File: src/rtl/link_tx_scheduler_pkg.sv
// Shared types and constants for the credit-paced, transition-signalled link scheduler.
// The idle phase constants must match the downstream inport handler.
package link_tx_scheduler_pkg;

    typedef enum logic [1:0] {
        IDLE  = 2'd0,
        BURST = 2'd1,
        STALL = 2'd2
    } sched_state_e;

    // Idle phase of a complementary toggle pair after reset.
    localparam logic P0 = 1'b1;
    localparam logic N0 = 1'b0;

    // A transition is counted only when both wires have moved away from the tracked phase.
    function automatic logic both_toggled(
        input logic p_wire,
        input logic n_wire,
        input logic p_reg,
        input logic n_reg
    );
        return (p_wire ^ p_reg) & (n_wire ^ n_reg);
    endfunction

endpackage

File: src/rtl/rr_arbiter.sv
// Combinational round-robin pick: first set request at or after ptr, wrapping.
module rr_arbiter #(
    parameter int unsigned NUM_REQ = 4
) (
    input  logic [NUM_REQ-1:0]         req,
    input  logic [$clog2(NUM_REQ)-1:0] ptr,
    output logic [NUM_REQ-1:0]         winner,
    output logic                       valid
);

    localparam int unsigned PTR_W = $clog2(NUM_REQ);

    logic [PTR_W-1:0] idx;

    always_comb begin
        winner = '0;
        valid  = 1'b0;
        idx    = '0;
        for (int unsigned k = 0; k < NUM_REQ; k++) begin
            idx = PTR_W'((32'(ptr) + k) % NUM_REQ);
            if (!valid && req[idx]) begin
                winner[idx] = 1'b1;
                valid       = 1'b1;
            end
        end
    end

endmodule

File: src/rtl/link_tx_scheduler.sv
// Round-robin scheduler sharing one toggle-signalled link among NUM_REQ requesters,
// paced by credits returned on a second toggle pair.
module link_tx_scheduler
    import link_tx_scheduler_pkg::*;
#(
    parameter int unsigned NUM_REQ   = 4,
    parameter int unsigned CREDITS   = 4,
    parameter int unsigned MAX_BURST = 8
) (
    input  logic                         clk,
    input  logic                         reset_n,
    input  logic [NUM_REQ-1:0]           req,
    output logic [NUM_REQ-1:0]           gnt,
    output logic                         diff_pair_p,
    output logic                         diff_pair_n,
    input  logic                         crd_pair_p,
    input  logic                         crd_pair_n,
    output logic [$clog2(CREDITS+1)-1:0] credit_cnt,
    output logic                         busy,
    output logic                         crd_err
);

    localparam int unsigned IDX_W  = $clog2(NUM_REQ);
    localparam int unsigned CNT_W  = $clog2(CREDITS + 1);
    localparam int unsigned BEAT_W = $clog2(MAX_BURST + 1);

    sched_state_e      state_q, state_d;
    logic [IDX_W-1:0]  owner_q, owner_d;
    logic [IDX_W-1:0]  ptr_q, ptr_d;
    logic [BEAT_W-1:0] beat_q, beat_d;
    logic [CNT_W-1:0]  cnt_q, cnt_d;
    logic              err_q, err_d;
    logic              dp_q, dn_q;
    logic              crd_p_q, crd_n_q;

    logic [NUM_REQ-1:0] arb_win;
    logic               arb_valid;
    logic [IDX_W-1:0]   win_idx;
    logic [IDX_W-1:0]   sel;
    logic [IDX_W-1:0]   next_ptr;
    logic               owner_req;
    logic               credit_avail;
    logic               send;
    logic               crd_ret;

    rr_arbiter #(
        .NUM_REQ (NUM_REQ)
    ) u_arb (
        .req    (req),
        .ptr    (ptr_q),
        .winner (arb_win),
        .valid  (arb_valid)
    );

    // One-hot winner to index for the owner register.
    always_comb begin
        win_idx = '0;
        sel     = '0;
        for (int unsigned i = 0; i < NUM_REQ; i++) begin
            sel = IDX_W'(i);
            if (arb_win[sel]) begin
                win_idx = sel;
            end
        end
    end

    assign owner_req    = req[owner_q];
    assign credit_avail = (cnt_q != '0);
    assign send         = (state_q == BURST) && owner_req && credit_avail;
    assign crd_ret      = both_toggled(crd_pair_p, crd_pair_n, crd_p_q, crd_n_q);
    assign next_ptr     = (owner_q == IDX_W'(NUM_REQ - 1)) ? '0 : owner_q + IDX_W'(1);

    always_comb begin
        gnt = '0;
        if (send) begin
            gnt[owner_q] = 1'b1;
        end
    end

    // Credit accounting: a send and a return on the same edge cancel out.
    always_comb begin
        cnt_d = cnt_q;
        err_d = err_q;
        if (send && !crd_ret) begin
            cnt_d = cnt_q - CNT_W'(1);
        end else if (crd_ret && !send) begin
            if (cnt_q == CNT_W'(CREDITS)) begin
                err_d = 1'b1;
            end else begin
                cnt_d = cnt_q + CNT_W'(1);
            end
        end
    end

    always_comb begin
        state_d = state_q;
        owner_d = owner_q;
        ptr_d   = ptr_q;
        beat_d  = beat_q;
        case (state_q)
            IDLE: begin
                if (arb_valid && credit_avail) begin
                    state_d = BURST;
                    owner_d = win_idx;
                    beat_d  = '0;
                end
            end
            BURST: begin
                if (!owner_req) begin
                    state_d = IDLE;
                    ptr_d   = next_ptr;
                end else if (!credit_avail) begin
                    state_d = STALL;
                end else begin
                    beat_d = beat_q + BEAT_W'(1);
                    if (beat_q == BEAT_W'(MAX_BURST - 1)) begin
                        state_d = IDLE;
                        ptr_d   = next_ptr;
                    end
                end
            end
            STALL: begin
                if (!owner_req) begin
                    state_d = IDLE;
                    ptr_d   = next_ptr;
                end else if (cnt_d != '0) begin
                    state_d = BURST;
                end
            end
            default: begin
                state_d = IDLE;
            end
        endcase
    end

    always_ff @(posedge clk or negedge reset_n) begin
        if (!reset_n) begin
            state_q <= IDLE;
            owner_q <= '0;
            ptr_q   <= '0;
            beat_q  <= '0;
            cnt_q   <= CNT_W'(CREDITS);
            err_q   <= 1'b0;
            dp_q    <= P0;
            dn_q    <= N0;
            crd_p_q <= P0;
            crd_n_q <= N0;
        end else begin
            state_q <= state_d;
            owner_q <= owner_d;
            ptr_q   <= ptr_d;
            beat_q  <= beat_d;
            cnt_q   <= cnt_d;
            err_q   <= err_d;
            if (send) begin
                dp_q <= ~dp_q;
                dn_q <= ~dn_q;
            end
            if (crd_ret) begin
                crd_p_q <= ~crd_p_q;
                crd_n_q <= ~crd_n_q;
            end
        end
    end

    assign diff_pair_p = dp_q;
    assign diff_pair_n = dn_q;
    assign credit_cnt  = cnt_q;
    assign crd_err     = err_q;
    assign busy        = (state_q != IDLE);

endmodule

File: config.mk
export PLATFORM = sky130hd
export DESIGN_NAME = link_tx_scheduler
export DESIGN_NICKNAME = d
export VERILOG_FILES = /design/src/rtl/link_tx_scheduler_pkg.sv /design/src/rtl/rr_arbiter.sv /design/src/rtl/link_tx_scheduler.sv
export SDC_FILE = /design/constraint.sdc
export NUM_CORES = 1
export LEC_CHECK = 0
export ABC_CLOCK_PERIOD_IN_PS = 6700
export CAP_MARGIN = 0
export CORE_MARGIN = 8
export CORE_UTILIZATION = 59
export DETAILED_ROUTE_END_ITERATION = 7
export PLACE_DENSITY = 0.86
export SYNTH_ARGS = -nofsm -noshare
export SYNTH_HDL_FRONTEND = slang
export SYNTH_SLANG_ARGS = --single-unit
export TNS_END_PERCENT = 5
File: constraint.sdc
create_clock -name clk -period 6.7 [get_ports clk]
set_clock_uncertainty 0.1 [all_clocks]
set_input_delay 1.34 -clock clk [delete_from_list [all_inputs] [get_ports clk]]
set_output_delay 1.34 -clock clk [all_outputs]
set_load 0.03 [all_outputs]
# ---- Word-level counts from Yosys, hierarchy flattened
# Cells that the tools add are included.
dict set report op_classes {
  add_sub_neg 7
  n_lt_le_gt_ge 10
  n_eq_ne 13
  mux 52
  bitwise 11
  reduce_logical 29
}
# operator n
set op_table {}
lappend op_table {{$mux 4} 8}
lappend op_table {{$mux 2} 13}
lappend op_table {{$lt 2x3->1 const B} 5}
lappend op_table {{$mux 1} 15}
lappend op_table {{$logic_and 1x1->1} 13}
lappend op_table {{$or 4x4->4} 3}
lappend op_table {{$bmux 1 s2} 5}
lappend op_table {{$demux 1 s2} 5}
lappend op_table {{$ge 2x1->1 const B} 5}
lappend op_table {{$mux 3} 3}
lappend op_table {{$ne 2x2->1 const B} 4}
lappend op_table {{$pmux 4 s2} 1}
lappend op_table {{$reduce_and 4->1} 2}
lappend op_table {{$ne 3x3->1 const B} 2}
lappend op_table {{$pmux 2 s3} 1}
lappend op_table {{$reduce_and 3->1} 2}
lappend op_table {{$reduce_bool 2->1} 3}
lappend op_table {{$reduce_bool 3->1} 2}
lappend op_table {{$logic_not 1->1} 5}
lappend op_table {{$not 1->1} 5}
lappend op_table {{$add 2x1->2 const B} 2}
lappend op_table {{$add 2x2->2 const B} 2}
lappend op_table {{$add 4x1->4 const B} 1}
lappend op_table {{$eq 2x2->1 const B} 2}
lappend op_table {{12 further kinds} 13}
dict set report totals {
  reg_bits 18
  elab_cells 132
}

# ---- Depth between registers and ports, before layout
dict set report logic_depth {
  depth_word 15
  mapped_depth 9
}

# ---- By module
# A second synthesis with hierarchy kept.
dict set report hier_totals {
  hier_cells 165
  area_unflattened_um2 1589.0
}
# mod instances cells_each area_per_inst_um2 seq_area_each_um2
set by_module_without_submodules {}
lappend by_module_without_submodules {link_tx_scheduler 1 103 1094.8 454.2}
lappend by_module_without_submodules {rr_arbiter 1 62 494.2 0.0}

# ---- Worst setup path before layout
# Ideal clock, no wire load.
dict set report synth_timing {
  path_type {input to output}
  from {in req[3]}
  to {out gnt[0]}
  arrival_ns 2.147
  t_required_ns 5.260
  path_slack_ns 3.113
  stages 3
  path_buffers 0
  path_cell_list {mux2i_1 > o22ai_2 > and3_2}
}
dict set report synth_between {
  elab_chain_len 5
}
# item line_no
set synth_lines {}
lappend synth_lines {{start, declared} link_tx_scheduler.sv:12} ;# input logic [NUM_REQ-1:0] req,
lappend synth_lines {{$bmux 1 s2} link_tx_scheduler.sv:67} ;# assign owner_req = req[owner_q];
lappend synth_lines {{$mux 1 (not written as such)} link_tx_scheduler.sv:67}
lappend synth_lines {{$logic_and 1x1->1 (2 in a row)} link_tx_scheduler.sv:69} ;# assign send = (state_q == BURST) && owner_req && credit_avail;
lappend synth_lines {{$mux 4} link_tx_scheduler.sv:75} ;# if (send) begin
lappend synth_lines {{end, declared} link_tx_scheduler.sv:13} ;# output logic [NUM_REQ-1:0] gnt,
# Every way passes these cells. The select of a mux whose other input is x is not followed.

# ---- Worst setup path after layout
dict set report layout_timing {
  from {in req[3]}
  to {out gnt[3]}
}
# The elaborated chain is that of the path after synthesis.

==> results.md <==
* Relative slew slack at 0.427
* Final Hold Viols at 0
* Global-route wire length before repair at a little under 6000 microns
* Share of cells above drive strength 1 at 0.126
* HP Class: reg -> reg
* Most frequent CP cell: clkdlybuf4s50_1
* Crit path depth at 5
* Synthesis-to-layout area growth at 16.8%
* Worst vdd ir at around 0.00038 V
* Synthesized instance count at approximately 160
* EDFF count, synth at 0
* WS Path Type: in -> out
* WP data arrival at between 3000 and 4000 ps
* Initial Util at 0.609
* Max-slew violation count at 0
* WL per Instance at around 16 microns
* Busiest layer in global routing: met2
* DR iter-0 viols at 116
* GR Layer Usage met2 at 0.258
* Final worst slack at approximately 1800 ps
* Setup tns final at 0 ps
* DPL Wire Length at ~2600 microns
* Syn_nets at around 180
* PortBufs at 18
* Root buffer cell: clkbuf_4
* Total CTS buffers at 3
* Status: finished clean
* Worst hold path depth at 2
* Worst path top cell family by delay: buffers and inverters
* Antenna diodes at 0
* Worst-Skew Late Latency at around 290 ps
* Total global-route track usage at 0.162
* FF-to-FF path depth at 8
* Drt pass-1 iters at 4
* Max Cap Viol at 0
* Launch point of the worst reg-to-reg path: ptr_q[0]
* Power Density at 495 nW/um^2
* Final Critical Period at between 4000 and 5000 ps
* Post-route DRC at 0
* Horiz. Die Dim at approximately 66 microns
* Die Area at roughly 4400 sq um
* Post-CTS Hold Buffers at 0
* # IOs at 19
* CP Buf/Inv Count at 2
* Ys async rst share at 1.00
* Synth Warn # at 0
* Max Clk Rate at about 0.20 GHz
* Max stage delay cell, worst path: clkdlybuf4s50_1
* DR vias at approximately 1,300
* Crit path launch type: input pin
* Number of antenna-violating nets in the routed design at 0
* Setup slack, reg-to-reg at between 3000 and 4000 ps
* Final Net Count at between 200 and 250
* Hold EP: crd_p_q
* Register area share after synthesis at 0.307
* Critical-path cell list: clkdlybuf4s50_1 -> mux2i_1 -> o22ai_2 -> and3_2 -> clkdlybuf4s50_1
* WL final at 3400 microns
* Pre-CTS WS at approximately 1800 ps
* CP required at between 5000 and 6000 ps
* Most common cell after layout, fill and taps aside: nand2_1
* Routability congestion estimate at between 0.8 and 0.9
* # setup viols final at 0
* Final Cycle Share at 0.730
* Max stage delay on crit path at 660 ps
* # H-tree levels at 1
* RSZ-0062 raised after global routing: false
* FF-to-FF End: owner_q[0]
* Core Region at 2430 sq um
* Worst-margin pin slew at about 850 ps
* Leakage at approximately 0.76 nW
* Met3 GRT Util at 0.0271
* Top FF cell, synth: dfrtp_1
* Chip Height at between 60 and 70 microns
* Routing usage on met1 at 0.217
* CTS resizes at 0
* Vias/cell at ~6.3
* Vias in the first global route at 1,310
* Synthesized area at between 1000 and 1500 sq um
* CTS Buffer Depth at 2
* Most frequent cells in the layout: nand2_1, clkdlybuf4s50_1, ha_1, dfrtp_1, a21oi_1
* Initial antenna violation count at 0
* CTS tree: yes
* Crit end category: output port
* Synth cell types at 50
* Largest net degree at the start of global routing at 19
* Post-CTS setup buffer count at 0
* Cell Rows at 18
* Flops & latches, synth at 18
* Critical Path Fanout Max at 10
* Syn_area_per_cell at around 9 sq um
* GRT overflow at 0
* Clk pin slew, worst setup/hold paths at ~100 ps
* HP Start: crd_p_q
* Clk sink count at 18
## report_power, final
group          internal (mW)  switching (mW)  total (mW)
registers              0.164          0.0670       0.231
clock network         0.0331          0.0329      0.0660
logic                  0.234           0.326       0.560
## per-stage QoR
stage	util	hold slack (ps)	instances	instance area (sq um)	power [mW]
after CTS	0.711	387	212	1730	0.855
after global placement	0.697	348	208	1690	0.765
after floorplan	-	355	161	1480	0.624
after global routing	0.711	417	212	1730	0.933
final	0.711	382	212	1730	0.857
after detailed placement	0.697	372	208	1690	0.787
## tightest hold or removal path, stage by stage, from the launching register on
cell and delay [ps]:
dfstp_2 400, nand2_1 50, nand2_1 40
## routing by layer
metal | routed length, microns | up-vias
met1 | 1580 | 639
met5 | 0 | -
li1 | - | 645
met3 | 227 | 4
met2 | 1570 | 51
met4 | 29 | 0
## cell families after synthesis
kind of cell	Yosys count	share of synthesized area
AO/OA/AOI/OAI	38	0.188
XOR/XNOR	8	0.0473
adder cells (fa/ha/maj)	15	0.127
buffers and inverters	8	0.0211
flip-flops	18	0.307
multiplexers	8	0.0642
AND/OR/NAND/NOR	66	0.246
## cell type report
class | count | area, sq um
fillers | 198 | 702
clock buffers | 4 | 36.3
multi-input cells | 135 | 996
flip-flops and latches | 18 | 454
repair buffers | 18 | 180
well taps | 30 | 37.5
inverters | 7 | 26.3
## synth_stat cells, drive strengths merged, types with 3 or more instances
cell	number	area [sq um]
nand2	21	78.8
dfrtp	15	375
ha	15	188
a21oi	8	40.0
nor2	8	32.5
o21ai	8	40.0
inv	7	26.3
and3	6	43.8
nor3	6	30.0
xor2	6	52.6
mux2i	5	50.1
dfstp	3	78.8
nand2b	3	18.8
nand3b	3	22.5
nor3b	3	22.5
or3b	3	28.8
## worst max-delay path by stage
stage	slack (ps)	to	start
2_1_floorplan	3110	gnt[0]	req[3]
3_3_place_gp	1880	gnt[3]	req[2]
3_5_place_dp	1840	gnt[3]	req[3]
6_report	1810	gnt[3]	req[3]
4_1_cts	1840	gnt[3]	req[3]
5_1_grt	1720	gnt[1]	req[3]
## flip-flops by register name, indices dropped and copies added (netlist names)
name and flops:
crd_err 1, credit_cnt 3, beat_q 4, diff_pair_n 1, crd_p_q 1, diff_pair_p 1, crd_n_q 1, owner_q 2
state_q 2, ptr_q 2
No activity file was read; power rests on OpenSTA's default activity.
